**src/rtl/mt_sequencer_pkg.sv**
```systemverilog
// Shared types and helpers for the machine-cycle / T-state sequencer.
// Holds default depths, the request priority encoding and one-hot helpers.
package seq_pkg;

  localparam int unsigned SEQ_M_CYCLES = 6;
  localparam int unsigned SEQ_T_STATES = 6;

  typedef enum logic [1:0] {
    SEQ_HOLD,
    SEQ_M1,
    SEQ_NEXTM,
    SEQ_STEPT
  } seq_op_t;

  function automatic logic [63:0] idx2oh(input int unsigned i);
    return 64'd1 << i;
  endfunction

  function automatic int unsigned oh2idx(input logic [63:0] oh);
    int unsigned r;
    r = 0;
    for (int i = 0; i < 64; i++) begin
      if (oh[i]) r = i;
    end
    return r;
  endfunction

endpackage

```
**src/rtl/mt_sequencer_onehot_counter.sv**
```systemverilog
// Saturating counter kept as a binary index plus a matching one-hot vector.
// clear beats step; step at the top value holds the count.
module onehot_counter
  import seq_pkg::*;
#(
  parameter int unsigned N = 6,
  parameter int unsigned W = $clog2(N)
) (
  input  logic         clk,
  input  logic         reset,
  input  logic         clear,
  input  logic         step,
  output logic [N-1:0] onehot,
  output logic [W-1:0] idx,
  output logic         at_max
);

  logic [W-1:0] idx_q, idx_d;
  logic [N-1:0] oh_q, oh_d;

  assign at_max = (idx_q == W'(N - 1));

  always_comb begin
    idx_d = idx_q;
    if (clear) begin
      idx_d = '0;
    end else if (step && !at_max) begin
      idx_d = idx_q + 1'b1;
    end
    oh_d = N'(idx2oh(32'(idx_d)));
  end

  always_ff @(posedge clk) begin
    if (reset) begin
      idx_q <= '0;
      oh_q  <= N'(1);
    end else begin
      idx_q <= idx_d;
      oh_q  <= oh_d;
    end
  end

  assign onehot = oh_q;
  assign idx    = idx_q;

endmodule

```
**src/rtl/mt_sequencer.sv**
```systemverilog
// M-cycle / T-state sequencer: request priority decode and sticky error.
// Both counters freeze while hold_clk is high.
module mt_sequencer
  import seq_pkg::*;
#(
  parameter int unsigned M_CYCLES = SEQ_M_CYCLES,
  parameter int unsigned T_STATES = SEQ_T_STATES,
  parameter int unsigned MW       = $clog2(M_CYCLES),
  parameter int unsigned TW       = $clog2(T_STATES)
) (
  input  logic                clk,
  input  logic                reset,
  input  logic                hold_clk,
  input  logic                nextM,
  input  logic                setM1,
  input  logic                setM1_cond,
  input  logic                cond_true,
  output logic [M_CYCLES-1:0] m_onehot,
  output logic [T_STATES-1:0] t_onehot,
  output logic [MW-1:0]       m_idx,
  output logic [TW-1:0]       t_idx,
  output logic                last_t,
  output logic                seq_err
);

  seq_op_t op;
  logic    m_max, t_max;
  logic    m_clr, m_step;
  logic    t_clr, t_step;
  logic    err_q, err_d;

  always_comb begin
    op = SEQ_STEPT;
    priority case (1'b1)
      hold_clk:                         op = SEQ_HOLD;
      setM1 | (setM1_cond & ~cond_true): op = SEQ_M1;
      nextM:                            op = SEQ_NEXTM;
      default:                          op = SEQ_STEPT;
    endcase
  end

  // nextM from the last M-cycle wraps to M1 and flags an overflow
  always_comb begin
    m_clr  = (op == SEQ_M1) | ((op == SEQ_NEXTM) & m_max);
    m_step = (op == SEQ_NEXTM) & ~m_max;
    t_clr  = (op == SEQ_M1) | (op == SEQ_NEXTM);
    t_step = (op == SEQ_STEPT);
    err_d  = err_q
           | ((op == SEQ_NEXTM) & m_max)
           | ((op == SEQ_STEPT) & t_max);
  end

  always_ff @(posedge clk) begin
    if (reset) begin
      err_q <= 1'b0;
    end else begin
      err_q <= err_d;
    end
  end

  onehot_counter #(
    .N (M_CYCLES),
    .W (MW)
  ) u_m (
    .clk    (clk),
    .reset  (reset),
    .clear  (m_clr),
    .step   (m_step),
    .onehot (m_onehot),
    .idx    (m_idx),
    .at_max (m_max)
  );

  onehot_counter #(
    .N (T_STATES),
    .W (TW)
  ) u_t (
    .clk    (clk),
    .reset  (reset),
    .clear  (t_clr),
    .step   (t_step),
    .onehot (t_onehot),
    .idx    (t_idx),
    .at_max (t_max)
  );

  assign last_t  = t_max;
  assign seq_err = err_q;

endmodule

```
**config.mk**
```make
export PLATFORM = sky130hd
export DESIGN_NAME = mt_sequencer
export DESIGN_NICKNAME = d
export VERILOG_FILES = /design/src/rtl/mt_sequencer_pkg.sv /design/src/rtl/mt_sequencer_onehot_counter.sv /design/src/rtl/mt_sequencer.sv
export SDC_FILE = /design/constraint.sdc
export NUM_CORES = 1
export LEC_CHECK = 0
export ABC_AREA = 1
export BUFFER_PORTS_ARGS = -buffer_cell sky130_fd_sc_hd__buf_2
export CORE_MARGIN = 2
export CORE_UTILIZATION = 48
export DETAILED_ROUTE_END_ITERATION = 8
export GPL_ROUTABILITY_DRIVEN = 0
export PLACE_DENSITY = 0.73
export SLEW_MARGIN = 15
export SYNTH_ARGS = -nofsm -noshare
export SYNTH_HDL_FRONTEND = slang
export SYNTH_SLANG_ARGS = --single-unit
```
**constraint.sdc**
```tcl
create_clock -name clk -period 1.4 [get_ports clk]
set_clock_uncertainty 0.05 [all_clocks]
set_input_delay 0 -clock clk [delete_from_list [all_inputs] [get_ports clk]]
set_output_delay 0 -clock clk [all_outputs]
set_load 0.01 [all_outputs]
```
[After elaboration in Yosys (flattened, before gate mapping)]
Index checks and enable logic that the tools add are counted.
Word-level totals
  input bits: 7
  output and inout bits: 20
  bits in registers: 19
Cells by class
  shifts and indexed selects: 2
  eq/ne operators: 5
  reduce and logical (&&, ||, !) cells: 4
  mux-type cells: 7
  bitwise operators: 11
  add/sub/neg operators: 2
Operators by type and width (count)
  3-bit two-way mux: 4
  1-bit by 3-bit << shifter with 6-bit output, first input constant: 2
  3-bit by 1-bit adder with 3-bit output, second input constant: 2
  3-bit equality test, second input constant: 2
  1-bit OR: 5
  1-bit AND: 4
  2-bit equality test, second input constant: 2
  2-bit two-way mux: 2
  2-bit by 1-bit equality test with 1-bit output, second input constant: 1
  1-bit logical AND: 2
  1-bit logical NOT: 2
  1-bit inverter: 2
  1-bit two-way mux: 1

[Longest topological paths before layout]
Gate-level depths: netlist of run 1.
  depth after elaboration: 11
  gate-level depth with buffers: 12
  gate-level depth less buffers: 12

[Hierarchy]
From an unflattened synthesis of run 1, not the netlist that was laid out.
Second synthesis, totals
  cell total of the unflattened synthesis: 114
  area total of the unflattened synthesis: 922.1 um^2
Modules (own cells, without submodules)
  onehot_counter: area an instance 384.1 um^2, times used 2, cells each 45
  mt_sequencer: area an instance 153.9 um^2, times used 1, cells each 24

[Least setup slack after synthesis of run 1]
No wires, ideal clock.
  path kind: register -> register
  start: register u_t.idx_q[1] (netlist: u_t.idx[1])
  end: register u_t.oh_q[5] (netlist: u_t.onehot[5])
  arrival: 1.190 ns
  required time: 1.285 ns
  setup time: 0.065 ns
  cell stages (with the launch flop): 10
  period minus slack after synthesis: 1.305 ns
  path slack: 0.095 ns
  cell sequence: dfxtp_1 inv_1 ha_1 nand2_1 nand2_1 nand2_1 nand3_2 inv_1 nand2_1 nor2_1
Between the ends
  word-level cells in the longest chain between the ends: 6
Ends and longest elaborated chain
  from (decl): line mt_sequencer_onehot_counter.sv:18  | logic [W-1:0] idx_q, idx_d;
  from (signal assigned): line mt_sequencer_onehot_counter.sv:38  | idx_q <= idx_d;
  branches (longest 3 deep; another with 3-bit by 1-bit adder with 3-bit output)
  3-bit two-way mux (*): line mt_sequencer_onehot_counter.sv:27  | end else if (step && !at_max) begin
  3-bit two-way mux (*): line mt_sequencer_onehot_counter.sv:25  | if (clear) begin
  1-bit by 3-bit << shifter with 6-bit output (*): line mt_sequencer_pkg.sv:16  | return 64'd1 << i;
  to (signal assigned): line mt_sequencer_onehot_counter.sv:39  | oh_q <= oh_d;
  to (decl): line mt_sequencer_onehot_counter.sv:19  | logic [N-1:0] oh_q, oh_d;
Every way passes the cells marked *.
A chain may end at the register's enable or synchronous reset.

[Worst setup path after layout of run 1]
  start: register u_t.idx_q[1] (netlist: u_t.idx[1])
  end: register u_t.oh_q[3] (netlist: u_t.onehot[3])
Same word-level chain as after synthesis.

==> results of run 1 <==
placed cells by master, fill, tap and decap left out:
cell type                        n
sky130_fd_sc_hd__buf_2          26
sky130_fd_sc_hd__nand2_1        21
sky130_fd_sc_hd__inv_1          17
sky130_fd_sc_hd__nor2_1         16
sky130_fd_sc_hd__dfxtp_1        15
sky130_fd_sc_hd__nand3_1        10
sky130_fd_sc_hd__buf_4           6
sky130_fd_sc_hd__ha_1            5
sky130_fd_sc_hd__nand2_2         4
sky130_fd_sc_hd__inv_2           4
sky130_fd_sc_hd__nor2_2          3
sky130_fd_sc_hd__clkbuf_4        3
sky130_fd_sc_hd__dfxtp_2         3
sky130_fd_sc_hd__nand4_1         2
sky130_fd_sc_hd__o21bai_1        1
sky130_fd_sc_hd__o21ai_1         1
sky130_fd_sc_hd__nand3b_1        1
sky130_fd_sc_hd__a21o_2          1
sky130_fd_sc_hd__xor2_1          1
sky130_fd_sc_hd__nand3_2         1
sky130_fd_sc_hd__a21oi_1         1
sky130_fd_sc_hd__ha_4            1
sky130_fd_sc_hd__ha_2            1
sky130_fd_sc_hd__clkinv_2        1
sky130_fd_sc_hd__dlygate4sd3_1   1
sky130_fd_sc_hd__dfxtp_4         1
flip-flops by register name, indices dropped and copies added, names as in the netlist:
name	count
seq_err	1
u_m.idx	3
u_m.onehot	6
u_t.idx	3
u_t.onehot	6
worst paths after layout:
path	endpoint	from	slack, ns
worst max-delay path	u_t.onehot[3]	u_t.idx[1]	0.1
worst min-delay path	u_m.idx[1]	hold_clk	0.23
worst max register to register	u_t.onehot[3]	u_t.idx[1]	0.1
worst min register to register	seq_err	seq_err	0.50
layer usage:
layer | vias up | wire length, um | global-route usage [%]
met2 | 20 | 811 | 28.6
met4 | 0 | 21 | 8.57
met5 | - | 0 | 0
met1 | 338 | 737 | 19.7
met3 | 2 | 67 | 5.16
li1 | 408 | - | -
kinds of logic (layout without fill, tap and decap cells):
kind of cell,Yosys count,after routing,synth area share [%]
flip-flops,19,19,45.2
adder cells (fa/ha/maj),7,7,10.4
AO/OA/AOI/OAI,4,4,3.12
XOR/XNOR,1,1,1.04
AND/OR/NAND/NOR,58,58,30.9
buffers and inverters,21,58,9.36
synthesized netlist by cell type (all sizes together):
| library cell | instances | area, um^2 |
|---|---|---|
| o21bai | 1 | 7.51 |
| nand3b | 1 | 7.51 |
| nand4 | 2 | 12.5 |
| nand2 | 25 | 101 |
| nand3 | 11 | 60.1 |
| ha | 7 | 87.6 |
| inv | 21 | 78.8 |
| o21ai | 1 | 5.00 |
| nor2 | 19 | 78.8 |
| a21oi | 1 | 5.00 |
| xor2 | 1 | 8.76 |
| dfxtp | 19 | 380 |
| a21o | 1 | 8.76 |
worst min-delay path, stage by stage:
cell,delay (ns)
sky130_fd_sc_hd__buf_2,0.09
sky130_fd_sc_hd__nor2_1,0.06
sky130_fd_sc_hd__inv_1,0.06
sky130_fd_sc_hd__ha_1,0.17
sky130_fd_sc_hd__nor2_2,0.05
sky130_fd_sc_hd__nand2_2,0.07
sky130_fd_sc_hd__nor2_2,0.05
stage by stage:
step           std cells  setup WS (ns)
2_1_floorplan        110         0.0949
4_1_cts              161         0.0328
6_report             164         0.0995
3_3_place_gp         156         -0.106
5_1_grt              164       -0.00229
3_5_place_dp         156         -0.177
cell type report:
| type | count | area (um^2) | area share, % |
|---|---|---|---|
| Timing Repair Buffer | 33 | 185 | 16.8 |
| Sequential cell | 19 | 388 | 35.2 |
| Multi-Input combinational cell | 70 | 400 | 36.4 |
| Clock inverter | 1 | 5.00 | 0.455 |
| Tap cell | 17 | 21.3 | 1.93 |
| Inverter | 21 | 78.8 | 7.16 |
| Clock buffer | 3 | 22.5 | 2.05 |
power breakdown:
part / total [uW] / internal [uW] / switching, uW / leakage [uW]
combinational: 118 / 48.5 / 69.8 / 0.000485
clock: 277 / 106 / 170 / 0.0000177
sequential: 555 / 550 / 5.27 / 0.000156
repair_timing:
action | 4_1_cts | 5_1_grt
hold buffers | 1 | 0
gates resized for setup | 0 | 11
setup endpoints to repair | 0 | 9
hold endpoints to repair | 6 | 0
setup buffers | 0 | 3
==> metrics.txt, run 1 <==
# TYPE chip_impl_metric gauge
chip_impl_info{name="status",value="complete, no violations"} 1
chip_impl_info{name="tritoncts",value="yes"} 1
chip_impl_info{name="path_common_cell",value="sky130_fd_sc_hd__nand2_1"} 1
chip_impl_metric{name="numPortBuffers",unit=""} 26
chip_impl_metric{name="hold-worst-slack",unit="ns"} 0.229
chip_impl_metric{name="path_depth",unit=""} 8
chip_impl_metric{name="global_route_usage_over_all_layers",unit="%"} 17.2
chip_impl_metric{name="routed_wl",unit="um"} 1640
chip_impl_metric{name="detail-route-antenna-nets",unit=""} 0
chip_impl_metric{name="place_hpwl",unit="um"} 1240
chip_impl_metric{name="critical_path_s_largest_stage_delay",unit="ns"} 0.34
chip_impl_metric{name="yosys.cell_types.count",unit=""} 17
chip_impl_metric{name="floorplan.die.width",unit="um"} 45.9
chip_impl_metric{name="cp.required",unit="ns"} 1.58
chip_impl_metric{name="initial_core_util",unit="%"} 49.9
chip_impl_metric{name="num_vias",unit=""} 768
chip_impl_metric{name="layout_min_cycle_time",unit="ns"} 1.30
chip_impl_metric{name="count_of_state_elements_after_synthesis",unit=""} 19
chip_impl_metric{name="fp.dieH",unit="um"} 45.9
chip_impl_metric{name="layout.nets",unit=""} 162
chip_impl_metric{name="routed_via_density",unit=""} 4.68
chip_impl_metric{name="max_transition_margin",unit="%"} 83.5
chip_impl_info{name="timing.critical_path.cells",value="inv_1, ha_2, nand2_2, nand2_1, nand2_1, nand3_2, buf_4, nor2_1"} 1
chip_impl_metric{name="vdd_ir_drop_max",unit="mV"} 0.602
chip_impl_metric{name="timing.hold.worst_path_depth",unit=""} 7
chip_impl_metric{name="power-per-cell-area",unit="nW/um^2"} 863
chip_impl_metric{name="syn_area",unit="um^2"} 842
chip_impl_info{name="startpoint_type",value="register"} 1
chip_impl_metric{name="grt_pass1_vias",unit=""} 659
chip_impl_metric{name="cts_inserted_buffers",unit=""} 3
chip_impl_metric{name="timing.critical_path.buf_inv",unit=""} 2
chip_impl_info{name="clk_root_buffer_cell",value="sky130_fd_sc_hd__clkbuf_4"} 1
chip_impl_metric{name="final-hold-violation-count",unit=""} 0
chip_impl_info{name="timing.critical_path.slowest_stage_cell",value="sky130_fd_sc_hd__dfxtp_2"} 1
chip_impl_metric{name="finalSetupTns",unit="ns"} 0
chip_impl_info{name="setup.worst_path.class",value="reg2reg"} 1
chip_impl_metric{name="power.leakage",unit="uW"} 0.000659
chip_impl_metric{name="rows",unit=""} 15
chip_impl_metric{name="grt_first_pass_wirelength",unit="um"} 2590
chip_impl_metric{name="final_number_of_max_transition_violations",unit=""} 0
chip_impl_metric{name="ys_seq_area_share",unit="%"} 45.2
chip_impl_metric{name="ys_warn_count",unit=""} 0
chip_impl_metric{name="final.fill_count",unit=""} 150
chip_impl_metric{name="die-area",unit="um^2"} 2110
chip_impl_metric{name="grt_max_degree",unit=""} 12
chip_impl_metric{name="post_synth.cell_area_avg",unit="um^2"} 7.66
chip_impl_info{name="hold_path.class",value="in2reg"} 1
chip_impl_metric{name="mappedNetlistNets",unit=""} 124
chip_impl_metric{name="clkSlewWorstSetupHoldPaths",unit="ns"} 0.12
chip_impl_metric{name="post-route-util",unit="%"} 65.2
chip_impl_metric{name="max_cap_viol_count",unit=""} 0
chip_impl_metric{name="clock-sinks",unit=""} 19
chip_impl_metric{name="max_freq",unit="GHz"} 0.769
chip_impl_metric{name="first_pass_iters",unit=""} 4
chip_impl_metric{name="wire_per_inst",unit="um"} 9.99
chip_impl_info{name="cp-end-kind",value="register"} 1
chip_impl_metric{name="top_fanout_value_on_the_critical_path",unit=""} 5
chip_impl_metric{name="initialDrtViolationCount",unit=""} 7
chip_impl_metric{name="layout-drive-gt1-share",unit="%"} 37.4
chip_impl_metric{name="num_antenna_cells",unit=""} 0
chip_impl_metric{name="syn2layout_area_growth",unit="%"} 30.8
chip_impl_metric{name="final_design_area_no_fill",unit="um^2"} 1100
chip_impl_metric{name="synth_cells",unit=""} 110
chip_impl_metric{name="design_power_total",unit="uW"} 950
chip_impl_metric{name="detail_route.drc_violations",unit=""} 0
chip_impl_metric{name="clock_insertion_delay_worst_skew",unit="ns"} 0.29
chip_impl_metric{name="grt_overflow",unit=""} 0
chip_impl_metric{name="reg2regPathDepth",unit=""} 8
chip_impl_metric{name="post_dp_cell_area",unit="um^2"} 1020
chip_impl_metric{name="ctsHtreeMaxLevel",unit=""} 1
chip_impl_metric{name="worstMarginPinSlew",unit="ns"} 0.248
chip_impl_metric{name="floorplan.io_pins",unit=""} 27
chip_impl_metric{name="clock_path_buffers",unit=""} 2
chip_impl_metric{name="fin_crit_sh",unit="%"} 92.9
chip_impl_metric{name="setup_viol",unit=""} 0
chip_impl_info{name="cell_family_with_most_cp_delay",value="simple AND/OR/NAND/NOR gates"} 1
chip_impl_metric{name="grt_antenna_before_repair",unit=""} 0
chip_impl_metric{name="worst-endpoint-arrival",unit="ns"} 1.48
chip_impl_metric{name="core",unit="um^2"} 1690
Note: power is estimated with default switching activity, not from simulation.
==> run 2, diff against run 1 <==
clock period = 1.35 ns   (was 1.4 ns; I/O delays follow)
==> run 2 against run 1 <==
Compared with the run above: die area unchanged; wire length increased by 4.6%; non-clock buffer count increased by 2; combinational power increased by 8%; count of clock-buffer cells in the layout unchanged; via count increased by 1.6%; global-route usage decreased by 0.51 points; worst setup slack got worse by 0.029 ns; power increased by 3.8%; core utilization increased by 2.8 points; sequential power increased by 4.1%; critical path type unchanged; largest power group unchanged.
==> metrics.txt, run 2 (synthesized netlist as in run 1, its figures left out) <==
# TYPE chip_impl_metric gauge
chip_impl_metric{name="vdd_ir_drop_max",unit="mV"} 0.715
chip_impl_info{name="startpoint_type",value="register"} 1
chip_impl_info{name="timing.critical_path.cells",value="inv_2, ha_4, nand2_4, nand3_1, nand2_1, nor2_1, nand3_2, nor2_1"} 1
chip_impl_metric{name="layout_min_cycle_time",unit="ns"} 1.28
chip_impl_metric{name="fp.dieH",unit="um"} 45.9
chip_impl_metric{name="core",unit="um^2"} 1690
chip_impl_metric{name="die-area",unit="um^2"} 2110
chip_impl_metric{name="detail_route.drc_violations",unit=""} 0
chip_impl_metric{name="detail-route-antenna-nets",unit=""} 0
chip_impl_metric{name="power-per-cell-area",unit="nW/um^2"} 858
chip_impl_metric{name="layout-drive-gt1-share",unit="%"} 43.0
chip_impl_metric{name="ctsHtreeMaxLevel",unit=""} 1
chip_impl_info{name="tritoncts",value="yes"} 1
chip_impl_metric{name="grt_pass1_vias",unit=""} 707
chip_impl_metric{name="power.leakage",unit="uW"} 0.000683
chip_impl_metric{name="clock_insertion_delay_worst_skew",unit="ns"} 0.29
chip_impl_metric{name="max_cap_viol_count",unit=""} 0
chip_impl_info{name="hold_path.class",value="in2reg"} 1
chip_impl_info{name="cell_family_with_most_cp_delay",value="simple AND/OR/NAND/NOR gates"} 1
chip_impl_metric{name="timing.critical_path.buf_inv",unit=""} 1
chip_impl_metric{name="initialDrtViolationCount",unit=""} 12
chip_impl_metric{name="grt_antenna_before_repair",unit=""} 0
chip_impl_metric{name="floorplan.io_pins",unit=""} 27
chip_impl_metric{name="cp.required",unit="ns"} 1.53
chip_impl_metric{name="worstMarginPinSlew",unit="ns"} 0.275
chip_impl_metric{name="design_power_total",unit="uW"} 986
chip_impl_info{name="cp-end-kind",value="register"} 1
chip_impl_metric{name="max_transition_margin",unit="%"} 81.7
chip_impl_metric{name="rows",unit=""} 15
chip_impl_metric{name="cts_inserted_buffers",unit=""} 3
chip_impl_metric{name="syn2layout_area_growth",unit="%"} 36.4
chip_impl_metric{name="clock-sinks",unit=""} 19
chip_impl_metric{name="fin_crit_sh",unit="%"} 94.7
chip_impl_metric{name="critical_path_s_largest_stage_delay",unit="ns"} 0.34
chip_impl_metric{name="numPortBuffers",unit=""} 26
chip_impl_metric{name="routed_via_density",unit=""} 4.70
chip_impl_metric{name="place_hpwl",unit="um"} 1240
chip_impl_metric{name="final-hold-violation-count",unit=""} 0
chip_impl_metric{name="floorplan.die.width",unit="um"} 45.9
chip_impl_metric{name="clock_path_buffers",unit=""} 2
chip_impl_metric{name="layout.nets",unit=""} 164
chip_impl_info{name="clk_root_buffer_cell",value="sky130_fd_sc_hd__clkbuf_4"} 1
chip_impl_info{name="timing.critical_path.slowest_stage_cell",value="sky130_fd_sc_hd__dfxtp_2"} 1
chip_impl_metric{name="final_number_of_max_transition_violations",unit=""} 0
chip_impl_metric{name="worst-endpoint-arrival",unit="ns"} 1.46
chip_impl_metric{name="num_vias",unit=""} 780
chip_impl_info{name="path_common_cell",value="sky130_fd_sc_hd__nor2_1"} 1
chip_impl_info{name="status",value="complete, no violations"} 1
chip_impl_metric{name="num_antenna_cells",unit=""} 0
chip_impl_metric{name="first_pass_iters",unit=""} 4
chip_impl_info{name="layout.cells.most_common_list",value="sky130_fd_sc_hd__buf_2, sky130_fd_sc_hd__nand2_1, sky130_fd_sc_hd__nor2_1"} 1
chip_impl_metric{name="routed_wl",unit="um"} 1710
chip_impl_metric{name="initial_core_util",unit="%"} 49.9
chip_impl_metric{name="wire_per_inst",unit="um"} 10.3
chip_impl_info{name="layout_commonest_cell",value="sky130_fd_sc_hd__buf_2"} 1
chip_impl_info{name="setup.worst_path.class",value="reg2reg"} 1
chip_impl_metric{name="hold-worst-slack",unit="ns"} 0.225
chip_impl_metric{name="clkSlewWorstSetupHoldPaths",unit="ns"} 0.11
chip_impl_metric{name="grt_overflow",unit=""} 0
chip_impl_metric{name="grt_max_degree",unit=""} 12
chip_impl_metric{name="global_route_usage_over_all_layers",unit="%"} 16.7
chip_impl_metric{name="top_fanout_value_on_the_critical_path",unit=""} 5
chip_impl_metric{name="max_freq",unit="GHz"} 0.782
chip_impl_metric{name="setup_viol",unit=""} 0
chip_impl_metric{name="grt_first_pass_wirelength",unit="um"} 2560
run 2: cell count changes in the layout (fill, tap and decap cells not counted), sizes merged:
cell | previous run | this run
buf | 32 | 34
run 2: worst paths after layout:
check,slack [ns],to,depth (start not counted),from
worst max register to register,0.07,u_t.onehot[3],8,u_t.idx[1]
worst max-delay path,0.07,u_t.onehot[3],8,u_t.idx[1]
worst min register to register,0.50,seq_err,3,seq_err
worst min-delay path,0.22,u_m.idx[1],7,hold_clk
run 2: per-stage QoR:
stage | cell area, um^2 | utilization [%] | setup WS, ns | instances | TNS, ns
floorplan | 842 | - | 0.0449 | 110 | 0
global placement | 1050 | 61.9 | -0.152 | 160 | -1.48
detailed placement | 1050 | 61.9 | -0.275 | 160 | -3.27
CTS | 1090 | 64.4 | 0.00235 | 165 | 0
global route | 1150 | 68.0 | -0.0181 | 166 | -0.0330
finish | 1150 | 68.0 | 0.0710 | 166 | 0
run 2: power breakdown:
| part | internal [uW] | total [uW] | switching [uW] |
|---|---|---|---|
| clock network | 110 | 281 | 171 |
| logic | 52.0 | 127 | 75.4 |
| registers | 572 | 578 | 5.81 |
run 2: layer usage:
layer	up-vias	global-route usage, %	share of wire, %
met5	-	0	0
met4	0	9.71	0.70
met3	2	2.38	3.3
met2	16	31.1	53
met1	346	17.1	43
li1	416	-	-
run 2: tightest hold or removal path, cell delays in order:
cell,delay (ns)
sky130_fd_sc_hd__buf_2,0.09
sky130_fd_sc_hd__nor2_1,0.06
sky130_fd_sc_hd__inv_1,0.05
sky130_fd_sc_hd__ha_1,0.16
sky130_fd_sc_hd__nor2_2,0.05
sky130_fd_sc_hd__nand2_2,0.08
sky130_fd_sc_hd__nor2_2,0.05
run 2: area by class of cell:
type / instances / area [um^2]
tap: 17 / 21.3
fill: 146 / 541
timing repair buffer: 35 / 200
clock inverter: 1 / 5.00
inverter: 21 / 78.8
sequential: 19 / 385
multi-input combinational: 70 / 435
clock buffer: 3 / 22.5
run 2: timing repair:
action	4_1_cts	5_1_grt
endpoints found under the hold margin	6	0
pin swaps	1	9
hold buffers	1	0
setup buffers	0	1
resized for setup	2	17
setup endpoints to repair	7	12
gates cloned	0	0
==> run 3, diff against run 2 <==
CORE_UTILIZATION = 43   (was 48)
PLACE_DENSITY = 0.69   (was 0.73)
clock period = 1.04 ns   (was 1.35 ns; I/O delays follow)
==> run 3 against run 2 <==
Compared with the run above: the flow now finishes with violations (setup timing); highest routed layer unchanged; global-route usage increased by 3.8 points; critical endpoint is now last_t; sequential cell count unchanged; worst hold slack better by 0.049 ns.
==> metrics.txt, run 3 (synthesized netlist as in run 1, its figures left out) <==
# TYPE chip_impl_metric gauge
chip_impl_metric{name="r2r_setup_slack",unit="ns"} -0.30
chip_impl_metric{name="wire_per_inst",unit="um"} 12.7
chip_impl_info{name="hold_path.class",value="in2reg"} 1
chip_impl_info{name="timing.critical_path.slowest_stage_cell",value="sky130_fd_sc_hd__dfxtp_4"} 1
chip_impl_metric{name="final.setup.worst_slack",unit="ns"} -0.303
chip_impl_metric{name="power-per-cell-area",unit="nW/um^2"} 939
chip_impl_metric{name="floorplan.io_pins",unit=""} 27
chip_impl_metric{name="max_freq",unit="GHz"} 0.744
chip_impl_metric{name="reg2regPathDepth",unit=""} 10
chip_impl_info{name="clk_root_buffer_cell",value="sky130_fd_sc_hd__clkbuf_4"} 1
chip_impl_info{name="tritoncts",value="yes"} 1
chip_impl_metric{name="detail-route-antenna-nets",unit=""} 0
chip_impl_metric{name="grt_max_degree",unit=""} 12
chip_impl_metric{name="detail_route.drc_violations",unit=""} 0
chip_impl_metric{name="first_pass_iters",unit=""} 4
chip_impl_metric{name="num_antenna_cells",unit=""} 0
chip_impl_metric{name="place_hpwl",unit="um"} 1300
chip_impl_metric{name="core",unit="um^2"} 1900
chip_impl_metric{name="hold-worst-slack",unit="ns"} 0.274
chip_impl_metric{name="routed_via_density",unit=""} 4.77
chip_impl_metric{name="post-place-ws",unit="ns"} -0.392
chip_impl_metric{name="setup_viol",unit=""} 21
chip_impl_metric{name="power.leakage",unit="uW"} 0.000762
chip_impl_metric{name="top_fanout_value_on_the_critical_path",unit=""} 4
chip_impl_metric{name="worstMarginPinSlew",unit="ns"} 0.308
chip_impl_metric{name="floorplan.die.width",unit="um"} 48.3
chip_impl_metric{name="num_vias",unit=""} 877
chip_impl_metric{name="clock_path_buffers",unit=""} 2
chip_impl_info{name="layout.cells.most_common_list",value="sky130_fd_sc_hd__buf_2, sky130_fd_sc_hd__dfxtp_1, sky130_fd_sc_hd__inv_1"} 1
chip_impl_metric{name="timing.hold.worst_path_depth",unit=""} 7
chip_impl_metric{name="grt_pass1_vias",unit=""} 817
chip_impl_metric{name="layout.nets",unit=""} 172
chip_impl_metric{name="clock_insertion_delay_worst_skew",unit="ns"} 0.30
chip_impl_info{name="grt_setup_unrepaired",value="true"} 1
chip_impl_metric{name="cp.required",unit="ns"} 0.99
chip_impl_info{name="violations",value="setup timing"} 1
chip_impl_metric{name="syn2layout_area_growth",unit="%"} 78.6
chip_impl_metric{name="fp.dieH",unit="um"} 48.3
chip_impl_metric{name="grt_overflow",unit=""} 0
chip_impl_metric{name="routed_wl",unit="um"} 2340
chip_impl_metric{name="max_cap_viol_count",unit=""} 0
chip_impl_metric{name="numPortBuffers",unit=""} 26
chip_impl_info{name="worst_r2r_startpoint",value="u_t.idx[1]"} 1
chip_impl_metric{name="final_number_of_max_transition_violations",unit=""} 0
chip_impl_info{name="worst_r2r_endpoint",value="u_t.onehot[1]"} 1
chip_impl_metric{name="ctsHtreeMaxLevel",unit=""} 1
chip_impl_metric{name="finalSetupTns",unit="ns"} -4.61
chip_impl_info{name="path_common_cell",value="sky130_fd_sc_hd__buf_6"} 1
chip_impl_metric{name="layout-drive-gt1-share",unit="%"} 65.0
chip_impl_metric{name="critical_path_s_largest_stage_delay",unit="ns"} 0.39
chip_impl_metric{name="global_route_usage_over_all_layers",unit="%"} 20.4
chip_impl_info{name="status",value="finished with violations"} 1
chip_impl_info{name="setup.worst_path.class",value="reg2out"} 1
chip_impl_metric{name="layout_min_cycle_time",unit="ns"} 1.34
chip_impl_metric{name="fin_crit_sh",unit="%"} 129
chip_impl_metric{name="initial_core_util",unit="%"} 44.3
chip_impl_metric{name="final.fill_count",unit=""} 110
chip_impl_metric{name="max_transition_margin",unit="%"} 79.4
chip_impl_metric{name="worst-endpoint-arrival",unit="ns"} 1.29
chip_impl_metric{name="final-hold-violation-count",unit=""} 0
chip_impl_metric{name="die-area",unit="um^2"} 2330
chip_impl_metric{name="rows",unit=""} 16
chip_impl_info{name="cp-end-kind",value="output port"} 1
chip_impl_info{name="worst_hold_path_endpoint",value="seq_err"} 1
chip_impl_metric{name="vdd_ir_drop_max",unit="mV"} 0.927
chip_impl_info{name="holdCritStartpoint",value="hold_clk"} 1
chip_impl_metric{name="cts_inserted_buffers",unit=""} 3
chip_impl_info{name="layout_commonest_cell",value="sky130_fd_sc_hd__buf_2"} 1
chip_impl_metric{name="initialDrtViolationCount",unit=""} 19
chip_impl_metric{name="grt_antenna_before_repair",unit=""} 0
chip_impl_metric{name="clock-sinks",unit=""} 19
chip_impl_metric{name="clkSlewWorstSetupHoldPaths",unit="ns"} 0.12
chip_impl_metric{name="grt_first_pass_wirelength",unit="um"} 3310
chip_impl_info{name="timing.critical_path.cells",value="inv_4, ha_4, nand2_4, buf_6, inv_4, buf_6, buf_6"} 1
chip_impl_info{name="startpoint_type",value="register"} 1
## run 3: cell types whose count changed in the layout (fill, tap and decap cells not counted), sizes merged
| cell | delta |
|---|---|
| dlygate4sd3 | +1 |
| buf | +7 |
## run 3: power breakdown
part / leakage [uW] / switching (uW) / internal (uW)
Combinational: 0.000588 / 160 / 122
Sequential: 0.000157 / 8.82 / 737
Clock: 0.0000177 / 241 / 143
Total: 0.000762 / 410 / 1000
## run 3: through the flow
stage	cells	instance area [um^2]	power (uW)	util, %
after floorplan	110	915	884	-
after global placement	171	1140	934	59.9
after detailed placement	171	1140	938	59.9
after CTS	182	1360	1350	71.3
after global routing	184	1500	1470	79.1
final	184	1500	1410	79.1
## run 3: repair_timing
action / in CTS / in global routing
resized for setup: 26 / 34
setup buffers: 6 / 2
setup endpoints to repair: 20 / 21
pin swaps: 18 / 16
hold buffers: 2 / 0
endpoints found under the hold margin: 4 / 0
## run 3: area by class of cell
type | instances | area, um^2 | area share [%]
clock buffers | 3 | 22.5 | 1.50
clock inverters | 1 | 5.00 | 0.333
inverters | 21 | 88.8 | 5.91
multi-input cells | 70 | 638 | 42.4
flip-flops and latches | 19 | 394 | 26.2
well taps | 27 | 33.8 | 2.25
repair buffers | 43 | 322 | 21.4
## run 3: critical path, delay by kind of cell (launching register included)
kind                     cells  cell delay (ns)
flip-flops                   1             0.39
buffers and inverters        5             0.38
adder cells (fa/ha/maj)      1             0.16
AND/OR/NAND/NOR              1             0.07
## run 3: how the worst max path moves through the flow
stage	endpoint	cells after the start	startpoint	slack [ns]
final	last_t	7	u_t.idx[1]	-0.30
after global routing	u_t.onehot[5]	10	u_t.idx[1]	-0.38
after CTS	last_t	7	u_t.idx[1]	-0.29
after detailed placement	u_m.onehot[5]	11	setM1	-0.39
after global placement	u_m.onehot[5]	11	setM1	-0.35
after floorplan	u_m.onehot[3]	9	u_m.idx[1]	-0.15
## run 3: metal layers
metal | part of all wire [%] | wire (um) | global-route usage, % | up-vias
li1 | - | - | - | 431
met1 | 39 | 921 | 22.4 | 413
met2 | 55 | 1290 | 38.4 | 26
met3 | 3.5 | 82 | 3.33 | 7
met4 | 2.1 | 49 | 8.11 | 0
met5 | 0 | 0 | 0 | -
